$ cat src/rtl/npc_pkg.sv
// Shared types and constants for the NPC core front end.
package npc_pkg;

   localparam logic [31:0] RESET_PC_DEF = 32'h8000_0000;

   typedef enum logic [1:0] {
      BOOT = 2'd0,
      RUN  = 2'd1,
      HALT = 2'd2
   } pc_state_e;

   typedef enum logic [2:0] {
      NONE        = 3'd0,
      TRAP        = 3'd1,
      MRET        = 3'd2,
      BR          = 3'd3,
      BR_MISALIGN = 3'd4
   } redir_cause_e;

   function automatic logic [31:0] word_align(input logic [31:0] addr);
      return addr & 32'hFFFF_FFFC;
   endfunction

endpackage

$ cat src/rtl/pc_gen_if.sv
// Fetch handshake between the PC generator (master) and instruction fetch (slave).
interface pc_gen_if;
   logic [31:0] pc;
   logic        pc_valid;
   logic        pc_ready;

   modport master (output pc, output pc_valid, input pc_ready);
   modport slave  (input pc, input pc_valid, output pc_ready);
endinterface

$ cat src/rtl/pc_redirect_arb.sv
// Prioritises trap, mret and branch requests; halt is resolved by the caller.
module pc_redirect_arb
   import npc_pkg::*;
(
   input  logic         br_taken,
   input  logic [31:0]  br_target,
   input  logic         trap_req,
   input  logic [31:0]  trap_vec,
   input  logic         mret_req,
   input  logic [31:0]  mepc,
   output redir_cause_e cause,
   output logic [31:0]  target
);

   // Fixed-priority redirect selection.
   always_comb begin
      cause  = NONE;
      target = 32'h0000_0000;
      if (trap_req) begin
         cause  = TRAP;
         target = word_align(trap_vec);
      end else if (mret_req) begin
         cause  = MRET;
         target = word_align(mepc);
      end else if (br_taken) begin
         if (br_target[1:0] == 2'b00) begin
            cause  = BR;
            target = br_target;
         end else begin
            // Misaligned branch targets vector to the trap handler.
            cause  = BR_MISALIGN;
            target = word_align(trap_vec);
         end
      end else begin
         cause  = NONE;
         target = 32'h0000_0000;
      end
   end

endmodule

$ cat src/rtl/pc_gen.sv
// Program-counter generator: owns the architectural PC and drives fetch requests.
module pc_gen
   import npc_pkg::*;
#(
   parameter logic [31:0] RESET_PC = RESET_PC_DEF,
   parameter int          CNT_W    = 64
) (
   input  logic             clk,
   input  logic             rst,
   pc_gen_if.master         fetch,
   input  logic             br_taken,
   input  logic [31:0]      br_target,
   input  logic             trap_req,
   input  logic [31:0]      trap_vec,
   input  logic             mret_req,
   input  logic [31:0]      mepc,
   input  logic             halt_req,
   output logic             pc_flush,
   output logic             misalign_err,
   output logic [31:0]      misalign_addr,
   output logic             halted,
   output logic [CNT_W-1:0] fetch_cnt
);

   pc_state_e        state_d, state_q;
   logic [31:0]      pc_d, pc_q;
   logic             pc_valid_d, pc_valid_q;
   logic             pc_flush_d, pc_flush_q;
   logic             misalign_err_d, misalign_err_q;
   logic [31:0]      misalign_addr_d, misalign_addr_q;
   logic             halted_d, halted_q;
   logic [CNT_W-1:0] fetch_cnt_d, fetch_cnt_q;
   redir_cause_e     cause;
   logic [31:0]      redir_target;

   pc_redirect_arb u_arb (
      .br_taken  (br_taken),
      .br_target (br_target),
      .trap_req  (trap_req),
      .trap_vec  (trap_vec),
      .mret_req  (mret_req),
      .mepc      (mepc),
      .cause     (cause),
      .target    (redir_target)
   );

   // Next-state and next-output logic.
   always_comb begin
      state_d         = state_q;
      pc_d            = pc_q;
      pc_valid_d      = pc_valid_q;
      pc_flush_d      = 1'b0;
      misalign_err_d  = 1'b0;
      misalign_addr_d = misalign_addr_q;
      halted_d        = halted_q;
      fetch_cnt_d     = fetch_cnt_q;
      case (state_q)
         BOOT: begin
            state_d    = RUN;
            pc_valid_d = 1'b1;
         end
         RUN: begin
            if (halt_req) begin
               state_d    = HALT;
               pc_valid_d = 1'b0;
               halted_d   = 1'b1;
            end else if (cause != NONE) begin
               pc_d       = redir_target;
               pc_valid_d = 1'b1;
               pc_flush_d = 1'b1;
               if (cause == BR_MISALIGN) begin
                  misalign_err_d  = 1'b1;
                  misalign_addr_d = br_target;
               end else begin
                  misalign_err_d  = 1'b0;
               end
            end else if (pc_valid_q && fetch.pc_ready) begin
               pc_d        = pc_q + 32'd4;
               pc_valid_d  = 1'b1;
               fetch_cnt_d = fetch_cnt_q + {{(CNT_W-1){1'b0}}, 1'b1};
            end else begin
               pc_valid_d = 1'b1;
            end
         end
         HALT: begin
            pc_valid_d = 1'b0;
            halted_d   = 1'b1;
         end
         default: begin
            state_d    = BOOT;
            pc_valid_d = 1'b0;
         end
      endcase
   end

   // State and output registers with synchronous reset.
   always_ff @(posedge clk) begin
      if (rst) begin
         state_q         <= BOOT;
         pc_q            <= RESET_PC;
         pc_valid_q      <= 1'b0;
         pc_flush_q      <= 1'b0;
         misalign_err_q  <= 1'b0;
         misalign_addr_q <= 32'h0000_0000;
         halted_q        <= 1'b0;
         fetch_cnt_q     <= {CNT_W{1'b0}};
      end else begin
         state_q         <= state_d;
         pc_q            <= pc_d;
         pc_valid_q      <= pc_valid_d;
         pc_flush_q      <= pc_flush_d;
         misalign_err_q  <= misalign_err_d;
         misalign_addr_q <= misalign_addr_d;
         halted_q        <= halted_d;
         fetch_cnt_q     <= fetch_cnt_d;
      end
   end

   assign fetch.pc       = pc_q;
   assign fetch.pc_valid = pc_valid_q;
   assign pc_flush       = pc_flush_q;
   assign misalign_err   = misalign_err_q;
   assign misalign_addr  = misalign_addr_q;
   assign halted         = halted_q;
   assign fetch_cnt      = fetch_cnt_q;

endmodule
$ cat src/flat_wrapper.sv
// flat-port wrapper written by rule: the top's interface ports become plain ports
module pc_gen_flat import npc_pkg::*;
#(
   parameter logic [31:0] RESET_PC = RESET_PC_DEF,
   parameter int          CNT_W    = 64
)
  (clk, rst, br_taken, br_target, trap_req, trap_vec, mret_req, mepc, halt_req, pc_flush, misalign_err, misalign_addr, halted, fetch_cnt, fetch_pc, fetch_pc_valid, fetch_pc_ready);
  pc_gen_if fetch_i ();
  input  logic clk;
  input  logic rst;
  input  logic br_taken;
  input  logic [31:0] br_target;
  input  logic trap_req;
  input  logic [31:0] trap_vec;
  input  logic mret_req;
  input  logic [31:0] mepc;
  input  logic halt_req;
  output logic pc_flush;
  output logic misalign_err;
  output logic [31:0] misalign_addr;
  output logic halted;
  output logic [CNT_W-1:0] fetch_cnt;
  output wire logic [$bits(fetch_i.pc)-1:0] fetch_pc;
  output wire logic [$bits(fetch_i.pc_valid)-1:0] fetch_pc_valid;
  input wire logic [$bits(fetch_i.pc_ready)-1:0] fetch_pc_ready;
  assign fetch_pc = fetch_i.pc;
  assign fetch_pc_valid = fetch_i.pc_valid;
  assign fetch_i.pc_ready = fetch_pc_ready;
  pc_gen #(.RESET_PC(RESET_PC), .CNT_W(CNT_W)) u_core (.clk(clk), .rst(rst), .fetch(fetch_i), .br_taken(br_taken), .br_target(br_target), .trap_req(trap_req), .trap_vec(trap_vec), .mret_req(mret_req), .mepc(mepc), .halt_req(halt_req), .pc_flush(pc_flush), .misalign_err(misalign_err), .misalign_addr(misalign_addr), .halted(halted), .fetch_cnt(fetch_cnt));
endmodule
$ cat config.mk
export PLATFORM = sky130hd
export DESIGN_NAME = pc_gen_flat
export DESIGN_NICKNAME = d
export VERILOG_FILES = /design/src/rtl/npc_pkg.sv /design/src/rtl/pc_gen_if.sv /design/src/rtl/pc_redirect_arb.sv /design/src/rtl/pc_gen.sv /design/src/flat_wrapper.sv
export SDC_FILE = /design/constraint.sdc
export NUM_CORES = 1
export LEC_CHECK = 0
export ABC_AREA = 1
export BUFFER_PORTS_ARGS = -buffer_cell sky130_fd_sc_hd__buf_2
export CORE_AREA = 2 2 127 129
export DETAILED_ROUTE_END_ITERATION = 6
export DIE_AREA = 0 0 129 131
export PLACE_DENSITY = 0.87
export SLEW_MARGIN = 20
export SYNTH_ARGS = -nofsm -noshare
export SYNTH_HDL_FRONTEND = slang
export SYNTH_SLANG_ARGS = --single-unit
$ cat constraint.sdc
create_clock -name clk -period 2.4 [get_ports clk]
set_clock_uncertainty 0.15 [all_clocks]
set_input_delay 0.12 -clock clk [delete_from_list [all_inputs] [get_ports clk]]
set_output_delay 0.12 -clock clk [all_outputs]
set_load 0.005 [all_outputs]
## Word-level counts from Yosys, hierarchy flattened

Index checks and enable logic that the tools add are counted.

| operators by class | value |
|---|---|
| reductions and logical operators | 13 |
| equal/unequal tests | 4 |
| bitwise gates (word level) | 4 |
| mux-type cells | 18 |
| $add $sub $neg | 2 |

Operator list:

| kind | count |
|---|---|
| 32-bit 2-to-1 mux | 6 |
| 64-bit by 1-bit adder with 64-bit output, second input constant | 1 |
| 32-bit by 3-bit adder with 32-bit output, second input constant | 1 |
| 3-bit 2-to-1 mux | 4 |
| 4-bit AND reduction | 2 |
| 2-bit one-hot mux with 3 select lines | 1 |
| 2-bit zero test | 2 |
| 1-bit 2-to-1 mux | 4 |
| 1-bit inverter | 4 |
| 1-bit one-hot mux with 2 select lines | 2 |
| 2-bit AND reduction | 2 |
| 2-bit nonzero test | 2 |
| 4-bit OR reduction | 1 |
| 3-bit == test, second input constant | 1 |
| 3-bit AND reduction | 1 |
| 3-bit nonzero test | 1 |
| 3-bit OR reduction | 1 |
| 2-bit by 1-bit == test with 1-bit output, second input constant | 1 |
| 2-bit == test, second input constant | 1 |
| 2-bit 2-to-1 mux | 1 |
| 2-bit inequality test, second input constant | 1 |
| 1-bit logical AND | 1 |

| word-level totals | value |
|---|---|
| output and inout port bits | 132 |
| bits of input ports | 103 |
| bits in registers | 134 |
| logic and storage cells | 49 |

## Depth between registers and ports, before layout

Gate-level depths: netlist (run 1).

| depth | value |
|---|---|
| depth after elaboration | 8 |
| mapped depth | 11 |
| gate-level depth less buffers | 11 |

## By module

From an unflattened synthesis (run 1), not the netlist that was laid out.

| unflattened totals | value |
|---|---|
| cell total of the unflattened synthesis | 1465 |
| area, all modules | 8515.7 µm² |

By module, submodules not included:

| module | seq. area each (µm²) | cells each | times used | area each (µm²) |
|---|---|---|---|---|
| pc_gen | 2682.6 | 1255 | 1 | 7656.1 |
| pc_redirect_arb | 0.0 | 210 | 1 | 859.6 |

## Worst setup path before layout (run 1)

No wires, ideal clock.

| path | value |
|---|---|
| path type | register to register |
| start | reg u_core.fetch_cnt_q[1] (netlist: u_core.fetch_cnt[1]) |
| end | reg u_core.fetch_cnt_q[24] (netlist: u_core.fetch_cnt[24]) |
| clock period less this slack | 1826 ps |
| path slack | 574 ps |
| library setup time | 119 ps |
| path buffers | 0 |
| required time | 2131 ps |
| stages on the path, launching flop included | 11 |
| arrival | 1557 ps |
| cell sequence | dfxtp_1 > ha_1 > nand2_1 > nor2_1 > nand2_1 > nor2_2 > nand3_2 > nor2_4 > nand2_1 > o21ai_0 > a21oi_1 |

| on the way | value |
|---|---|
| word-level cells in the longest chain between the ends | 1 |

Ends and longest elaborated chain:

| what | line | text |
|---|---|---|
| start: declaration | pc_gen.sv:32 | `logic [CNT_W-1:0] fetch_cnt_d, fetch_cnt_q;` |
| start signal: assignment | pc_gen.sv:106 | `fetch_cnt_q <= {CNT_W{1'b0}};` |
| start signal: assignment | pc_gen.sv:115 | `fetch_cnt_q <= fetch_cnt_d;` |
| 64-bit by 1-bit adder with 64-bit output | pc_gen.sv:80 | `fetch_cnt_d = fetch_cnt_q + {{(CNT_W-1){1'b0}}, 1'b1};` |

Every way passes these cells.
A chain may end at the register's enable or synchronous reset.

## Final worst setup path (run 1)

| path | value |
|---|---|
| start | in br_target[0] |
| end | reg u_core.pc_q[4] (netlist: u_core.fetch.pc[4]) |

| on the way | value |
|---|---|
| word-level cells in the longest chain between the ends | 8 |
| elaborated cells on any way between the ends | 13 |
| classes of those cells | mux: 9; reduce/logical: 4 |

Ends and longest elaborated chain:

| what | line | text |
|---|---|---|
| start: declaration | flat_wrapper.sv:12 | `input logic [31:0] br_target;` |
| 2-bit zero test (*) | pc_redirect_arb.sv:26 | `if (br_target[1:0] == 2'b00) begin` |
| 3-bit 2-to-1 mux | pc_redirect_arb.sv:26 |  |
| 3-bit 2-to-1 mux | pc_redirect_arb.sv:25 | `end else if (br_taken) begin` |
| 3-bit 2-to-1 mux | pc_redirect_arb.sv:22 | `end else if (mret_req) begin` |
| 3-bit 2-to-1 mux | pc_redirect_arb.sv:19 | `if (trap_req) begin` |
| 3-bit nonzero test | pc_gen.sv:67 | `end else if (cause != NONE) begin` |
| 2-bit nonzero test (no line) | - |  |
| 3-bit AND reduction (no line) | - |  |
| end signal: assignment | pc_gen.sv:109 | `pc_q <= pc_d;` |
| end: declaration | pc_gen.sv:26 | `logic [31:0] pc_d, pc_q;` |

Every way passes the cells marked *; elsewhere a longest branch is shown, timed or not.

==> results of run 1 <==
-- area by class of cell --
class / instances / area share, %
Inverter: 146 / 5.187
Clock buffer: 17 / 3.999
Sequential cell: 134 / 25.22
Tap cell: 216 / 2.541
Clock inverter: 15 / 1.705
Multi-Input combinational cell: 980 / 43.54
Timing Repair Buffer: 308 / 17.81
-- metrics by stage --
step	total power, W	worst slack, ns	hold WS (ns)
after floorplan	0.002673	0.5735	0.1049
after global placement	0.002944	0.3615	0.2092
after detailed placement	0.002955	0.3049	0.2253
after CTS	0.005708	0.06755	0.0007735
after global routing	0.005904	0.001337	0.02330
final	0.005728	0.07233	0.005953
-- per-layer routing --
layer | up-vias | part of all wire (%)
met5 | - | 0
li1 | 4809 | -
met1 | 4506 | 36
met3 | 185 | 9.7
met4 | 0 | 7.4
met2 | 670 | 46
-- state kept, by name (all words and copies together) (netlist names) --
name / flops
u_core.fetch.pc: 32
u_core.fetch.pc_valid: 1
u_core.fetch_cnt: 64
u_core.halted: 1
u_core.misalign_addr: 32
u_core.misalign_err: 1
u_core.pc_flush: 1
u_core.state_q: 2
-- cell usage in the layout (no fill, tap or decap), types with 5 or more instances in the layout --
cell,count
dlygate4sd3_1,53
buf_2,230
buf_4,23
a21oi_1,113
nor2_2,5
nor3_1,22
nand3_1,66
a31oi_1,7
clkinvlp_4,6
o211ai_1,20
o21ai_0,100
clkbuf_16,17
nor2_4,8
nand4_1,20
xor2_1,21
inv_1,141
nand2_1,309
nor2_1,240
dfxtp_1,134
o221a_2,6
-- kinds of logic after synthesis --
group,share of synthesized area [%]
AOI/OAI and AO/OA,18.30
and+or+nand+nor,36.25
xor gates and xnor gates,2.610
DFF,33.30
adders and majority gates,0.3106
buffers and inverters,9.227
-- worst max-delay path, delay by kind of cell --
kind | cells | cell delay [ns]
buf+inv | 4 | 1.46
compound gates | 1 | 0.11
simple gates | 7 | 0.85
-- final timing paths --
kind | start | end | slack [ns] | cells after the start
min | trap_vec[19] | u_core.fetch.pc[19]$_SDFFE_PP0P_ | 0.006 | 4
min reg2reg | u_core.fetch.pc[1]$_SDFFE_PP0P_ | u_core.fetch.pc[1]$_SDFFE_PP0P_ | 0.29 | 2
max | br_target[0] | u_core.fetch.pc[4]$_SDFFE_PP0P_ | 0.07 | 12
max reg2reg | u_core.state_q[1]$_SDFFE_PP0P_ | u_core.fetch.pc[2]$_SDFFE_PP0P_ | 0.17 | 9
-- repair_timing --
| item | 4_1_cts | 5_1_grt |
|---|---|---|
| hold buffers | 53 | 0 |
| endpoints found under the setup margin | 0 | 4 |
| resized for setup | 0 | 2 |
| endpoints found under the hold margin | 54 | 0 |
| setup buffers | 0 | 2 |
-- power breakdown --
group | internal [W] | leakage [nW] | switching [W]
logic | 0.000285 | 3.32 | 0.000380
clock network | 0.00164 | 0.281 | 0.00108
registers | 0.00228 | 1.09 | 0.0000709
total | 0.00420 | 4.68 | 0.00153
==> run summary, run 1 <==
The die width works out to 129 um. After filler insertion, the fill cell instance count of the layout stands at 1324. The run finished, with violations left.

The initial standard-cell utilization of the core was 51.64%; the die height was 131 um. The per-cell routed wire length is 16.88 um. The checks that failed: design-rule violations. Clock tree synthesis inserted a total of 17 buffers. The power density over the cells came out at 538.4 nW/um2. At the end of the flow, the number of nets in the layout was 1692. At the end of routability-driven placement, the weighted congestion stood at 0.9880. In this run the number of H-tree levels came out at 4.

For the worst setup path, the data required time is 2.61 ns. The run gives 40.38% as the met1 usage. The clock latency on the worst-skew pair is 0.43 ns, and the core region area is 15600 um2.

The area of the die is 16900 um2. The largest buffer count on any clock path is 2, and the number of flip-flops and latches in the synthesized netlist is 134. The multi-input combinational cell area was 4632 um2. Among all flip-flop cells after synthesis, the most frequent one is dfxtp_1. Ranked by total cell area, the synthesized netlist is headed by dfxtp_1 (33%), nand2_1 (14%), nor2_1 (11%).

Of the available clock period, the critical path in the final layout requires 96.99%. The clock drives 134 sinks. Timing would allow up to 429.6 MHz.

Counting every instance in the synthesized netlist gives 1305. met2 is the most crowded layer. In the final layout, flip-flops and latches occupy 2683 um2. The synthesized design devotes to its leading area cell type 33.30% of total area. The tools report the global-route usage over all layers as 36.58%. The max capacitance violation total is 0. Global routing consumed, on the met2 layer, 62.46% of the routing resources. Buffers placed on the I/O ports in this run total 230. The count of nets left with antenna violations once routing finished came out at 0. Maximum vdd ir drop: 0.0005344 V. The number of placed instances, taps included, is 1729.

In this run the cell area measured after placement is 9479 um2. Cells fill 68.20% of the core in the end. Traced cell by cell, the critical path runs through dlygate4sd3_1 > buf_2 > nor2_2 > nor2_4 > nand2_1 > buf_4 > nand2_1 > nand2_1 > nand4_1 > dlygate4sd3_1 > nand2_1 > a21oi_1. Setup violations remaining at the end of the flow were counted as 0. In this run the static leakage power is 4.685 nW. The initial antenna violation count came out at 0.

The tools report the endpoint type of the worst setup path as a flop. After clock tree synthesis, the clock-pin slew on the worst setup and hold paths is 0.06 ns. The total detailed-routing wirelength was 30.66 mm; the via-per-instance ratio was 5.600. Entering global routing, the biggest net connects 42 pins. For the final-layout setup total negative slack, the log shows 0 ns. Counting flops with an async set or reset pin after synthesis yields a share of 0%.

The tools report the final instance area as 10640 um2. The register area share after synthesis was 33.30%; the number of I/O pins was 235. From synthesis to final layout, the design area changed by 32.06%. In the synthesized netlist, the cells that appear most often are nand2_1 (309), nor2_1 (241), inv_1 (141). The logs give 44 for the number of different library cells in the post-synthesis netlist and 0 for the final count of hold timing violations. For the number of global-route vias before repair, the log shows 9474. CTS placed an instance of clkbuf_16 at the clock tree root. Before antenna repair, the detailed router went through 7 iterations.

Setup repair after global routing left no endpoint under its margin. nand2_1 is the most common cell in the netlist. Launching element type of the critical path: a primary input. Detailed placer's ending HPWL: 21.87 mm. The number of nets in the synthesized netlist is 1410. The largest fanout on the critical path is 11.

TritonCTS built the clock tree. The final route contains 10170 vias. The library cell occupying the most area in the post-synthesis netlist is dfxtp_1. For the finished layout, the period the worst path requires is 2.328 ns.

For the area of the mapped netlist, the log shows 8055 um2. The kind of path behind the tightest hold check is primary input to flop. The antenna diode count came out at 0. The kind of critical path is primary input to flop. The tools report the wire length of the first global-routing pass as 48.07 mm. For this block, the initial DRC count from the detailed router was 976. The longest individual stage delay on the worst path works out to 0.56 ns. The run gives 2.54 ns as the data arrival at the endpoint of the critical path. The overflow left after global routing is 0, and the number of enable-type register cells in the synthesized netlist is 0. The slowest stage of the critical path is the dlygate4sd3_1 cell. The routing usage on met3 is 8.754%. The synthesized area per cell was 6.173 um2.

The number of standard cells in the layout, taps in and fillers out is 1816. The Yosys step of the flow raised 0 warnings. Slew at the pin closest to its max-slew limit: 0.6740 ns. The DRC violation count after routing was 3; the ratio of cells with drive above 1 in the final layout was 20.13%. The final-report max-slew violation count is 0, and the site row count is 46.

By instance count, the cell type seen most on the critical path is nand2_1. The max-slew headroom at the worst pin was 55.00%.
Power figures use the tool's default switching activity.
==> run 2: changes to the inputs <==
--- a/config.mk
+++ b/config.mk
@@ -7,10 +7,12 @@
 export LEC_CHECK = 0
 export ABC_AREA = 1
 export BUFFER_PORTS_ARGS = -buffer_cell sky130_fd_sc_hd__buf_2
-export CORE_AREA = 2 2 127 129
+export CELL_PAD_IN_SITES_DETAIL_PLACEMENT = 2
+export CELL_PAD_IN_SITES_GLOBAL_PLACEMENT = 2
+export CORE_AREA = 2 2 176 178
 export DETAILED_ROUTE_END_ITERATION = 6
-export DIE_AREA = 0 0 129 131
-export PLACE_DENSITY = 0.87
+export DIE_AREA = 0 0 178 180
+export PLACE_DENSITY = 0.88
 export SLEW_MARGIN = 20
 export SYNTH_ARGS = -nofsm -noshare
 export SYNTH_HDL_FRONTEND = slang
==> run 2 against run 1 <==
  * The run now ends clean
  * Total power increased by 0.74%
  * Sequential power barely moved
  * Flip-flop and latch count unchanged
  * Critical path depth is 2 lower
  * Utilization down 32 points
  * Fmax grew 4.0%
  * Count of clock-buffer cells in the layout unchanged
  * Worst hold slack better by 0.0090 ns
  * Clock power hardly changed
  * Routed wire length grew 46%
  * Largest power group unchanged
  * Highest routed layer unchanged
==> run summary, run 2 (same netlist as run 1, synthesis figures left out) <==
The run finished with clean final reports. For the DRC violation count after routing, the log shows 0 (-3). The minimum clock period works out to 2.239 ns (-0.08907 ns). The run gives 51.29% (-3.7 points) as the max-slew headroom at the worst pin. The tools report the number of I/O pins as 235 (unchanged). The root buffer cell chosen for the clock tree is clkbuf_16. The run gives 2.58 ns (-0.03 ns) as the required arrival time at the worst endpoint. In the layout the commonest cells are nand2_1 (308), nor2_1 (239), buf_2 (230), inv_1 (141), dfxtp_1 (134). The per-cell routed wire length is 22.23 um (+32%).

The critical path goes through ha_2 > nand2_1 > nor2_2 > nand2_2 > nor2_4 > nand3_2 > nor2_2 > nand4_1 > nand2_1 > nor2_1. The tools report the number of standard cells in the layout, taps in and fillers out as 2018 (+11%). For the final count of hold timing violations, the log shows 0 (unchanged). The die height is 180 um (+37%). The largest fanout on the critical path was 5 (-6).

The wire length of the first global-routing pass is 66.92 mm (+39%), and the minimum hold slack is 0.01492 ns (+0.008969 ns). The post-route clock period utilization was 93.28% (-3.7 points). Overflow left after global routing: 0 (unchanged). The slowest cell on the critical path is dfxtp_1.

Max capacitance violation total: 0 (unchanged). The CTS clock-pin slew for the worst setup and hold paths was 0.07 ns (about the same). TritonCTS built the clock tree. The run gives 10 (+10) as the initial antenna violation count. The tools report the core region area as 30190 um2 (+94%).

Setup repair after global routing left no endpoint under its margin. The tools report the count of endpoints failing setup in the final report as 0 (unchanged). The run gives 3659 (+180%) as the total of fill cells in the finished design. Endpoint type of the worst setup path: a flop. For the final-layout setup total negative slack, the log shows 0 ns (unchanged).

The ratio of cells with drive above 1 in the final layout came out at 20.79% (+0.67 points). The layout-stage area growth over the synthesis result is 36.24%. For the final-report max-slew violation count, the log shows 0 (unchanged).

The number of H-tree levels was 4 (unchanged). Largest buffer count on any clock path: 2 (unchanged). Placed instance count: 1913 (+11%). STA classifies the critical path startpoint as a flop. The most common cell after layout, fill and taps aside was nand2_1. The initial standard-cell utilization of the core came out at 26.68% (-25 points). The logs give 1703 (+0.65%) for the number of nets in the finished design and 44.86 mm (+46%) for the total detailed-routing wirelength. The clock latency on the worst-skew pair is 0.44 ns (about the same). The cell leakage power is 4.740 nW (+1.2%), and the detailed placer's ending HPWL is 30.95 mm (+41%). For the site row count, the log shows 64 (+39%).

The tools report the overall via count from detail_route as 10580 (+4.0%). The count of buffers from port buffering is 230 (unchanged), and the maximum number of pins on one net before global-route repair is 40 (-4.8%). The initial DRC count was 537 (-45%). The power density over the cells was 525.8 nW/um2 (-2.4%). In this run the critical register-to-register path is launched from u_core.fetch_cnt[1]$_SDFFE_PP0P_. The via-per-instance ratio works out to 5.243 (-6.4%).

Tracing the worst setup path back leads to its startpoint at u_core.fetch_cnt[1]$_SDFFE_PP0P_. The clock buffer count from CTS came out at 17 (unchanged). Peak clock frequency supported by timing: 446.7 MHz (+4.0%).

The slew at the pin closest to its max-slew limit came out at 0.7239 ns (+0.04996 ns). The run gives 0 (unchanged) as the remaining antenna violation count after routing. The longest individual stage delay on the worst path was 0.42 ns (-0.14 ns); the placer congestion estimate was 0.9174 (-7.1%).

The kind of critical path is flop to flop. The clock sink total is 134 (unchanged). The run gives 11650 (+23%) as the number of global-route vias before repair. The tools report the start point of the worst hold path as mepc[22].

The global-route usage over all layers was 27.43% (-9.1 points). The flip-flop count of the largest register after layout came out at 64 (unchanged). The die width was 178 um (+38%). The kind of path behind the tightest hold check was primary input to flop.

The reg2reg setup slack came out at 0.16 ns (about the same). The data arrival at the endpoint of the critical path was 2.42 ns (-0.12 ns); the maximum vdd ir drop was 0.0004990 V (-6.6%). The tools report the detailed-routing iteration count for the pre-antenna-repair pass as 6 (-1). The tools report the area of the die as 32040 um2 (+90%).
==> run 2: cell types whose count changed in the layout (fill, tap and decap cells not counted), sizes merged <==
| cell | change |
|---|---|
| diode | +11 |
| inv | +9 |
| buf | +8 |
| clkinvlp | -5 |
| bufinv | -3 |
| dlygate4sd3 | +2 |
| clkinv | -1 |
| nor2 | +1 |
==> run 2: power by group <==
part	internal [W]	total [W]	switching (W)
Combinational	0.000293	0.000726	0.000433
Clock	0.00139	0.00270	0.00131
Sequential	0.00228	0.00235	0.0000693
Total	0.00396	0.00577	0.00181
==> run 2: worst paths after layout <==
path	to	cells after the start
worst min-delay path	u_core.fetch.pc[22]$_SDFFE_PP0P_	5
worst max-delay path	u_core.fetch_cnt[44]$_SDFFE_PP0P_	10
worst min register to register	u_core.fetch.pc[0]$_SDFFE_PP0P_	2
worst max register to register	u_core.fetch_cnt[44]$_SDFFE_PP0P_	10
==> run 2: what timing repair did <==
action,CTS,global route
buffers inserted,0,6
endpoints found under the hold margin,56,0
endpoints found under the setup margin,0,23
resized for setup,0,8
hold buffers,55,0
==> run 2: metal layers <==
layer	up-vias	GRT usage, %	wire length, um
li1	4851	-	-
met1	5229	29.15	17030
met2	379	49.88	23110
met3	122	6.049	2364
met4	0	14.59	2364
met5	-	0	0
==> run 2: layout make-up <==
class | instances | area, um2 | share of cell area (%)
Antenna cell | 11 | 27.53 | 0.2508
Clock buffer | 17 | 425.4 | 3.876
Clock inverter | 15 | 156.4 | 1.425
Inverter | 146 | 551.8 | 5.028
Multi-Input combinational cell | 981 | 4661 | 42.47
Sequential cell | 134 | 2683 | 24.44
Tap cell | 396 | 495.5 | 4.515
Timing Repair Buffer | 318 | 1974 | 17.99
==> run 2: metrics by stage <==
stage | worst slack (ns) | cell area [um2] | util, % | total power [W]
after global placement | 0.2770 | 9734 | 32.24 | 0.002971
after floorplan | 0.5735 | 8055 | - | 0.002673
final | 0.1614 | 10970 | 36.35 | 0.005770
after CTS | 0.05776 | 10870 | 36.00 | 0.005746
after global routing | 0.02128 | 10970 | 36.33 | 0.005981
after detailed placement | 0.1204 | 9734 | 32.24 | 0.002995
==> run 2: worst max-delay path: cells and delay by family (launching register included) <==
family / cells / cell delay [ns]
adder cells (fa/ha/maj): 1 / 0.27
flip-flops: 1 / 0.42
AND/OR/NAND/NOR: 9 / 1.27
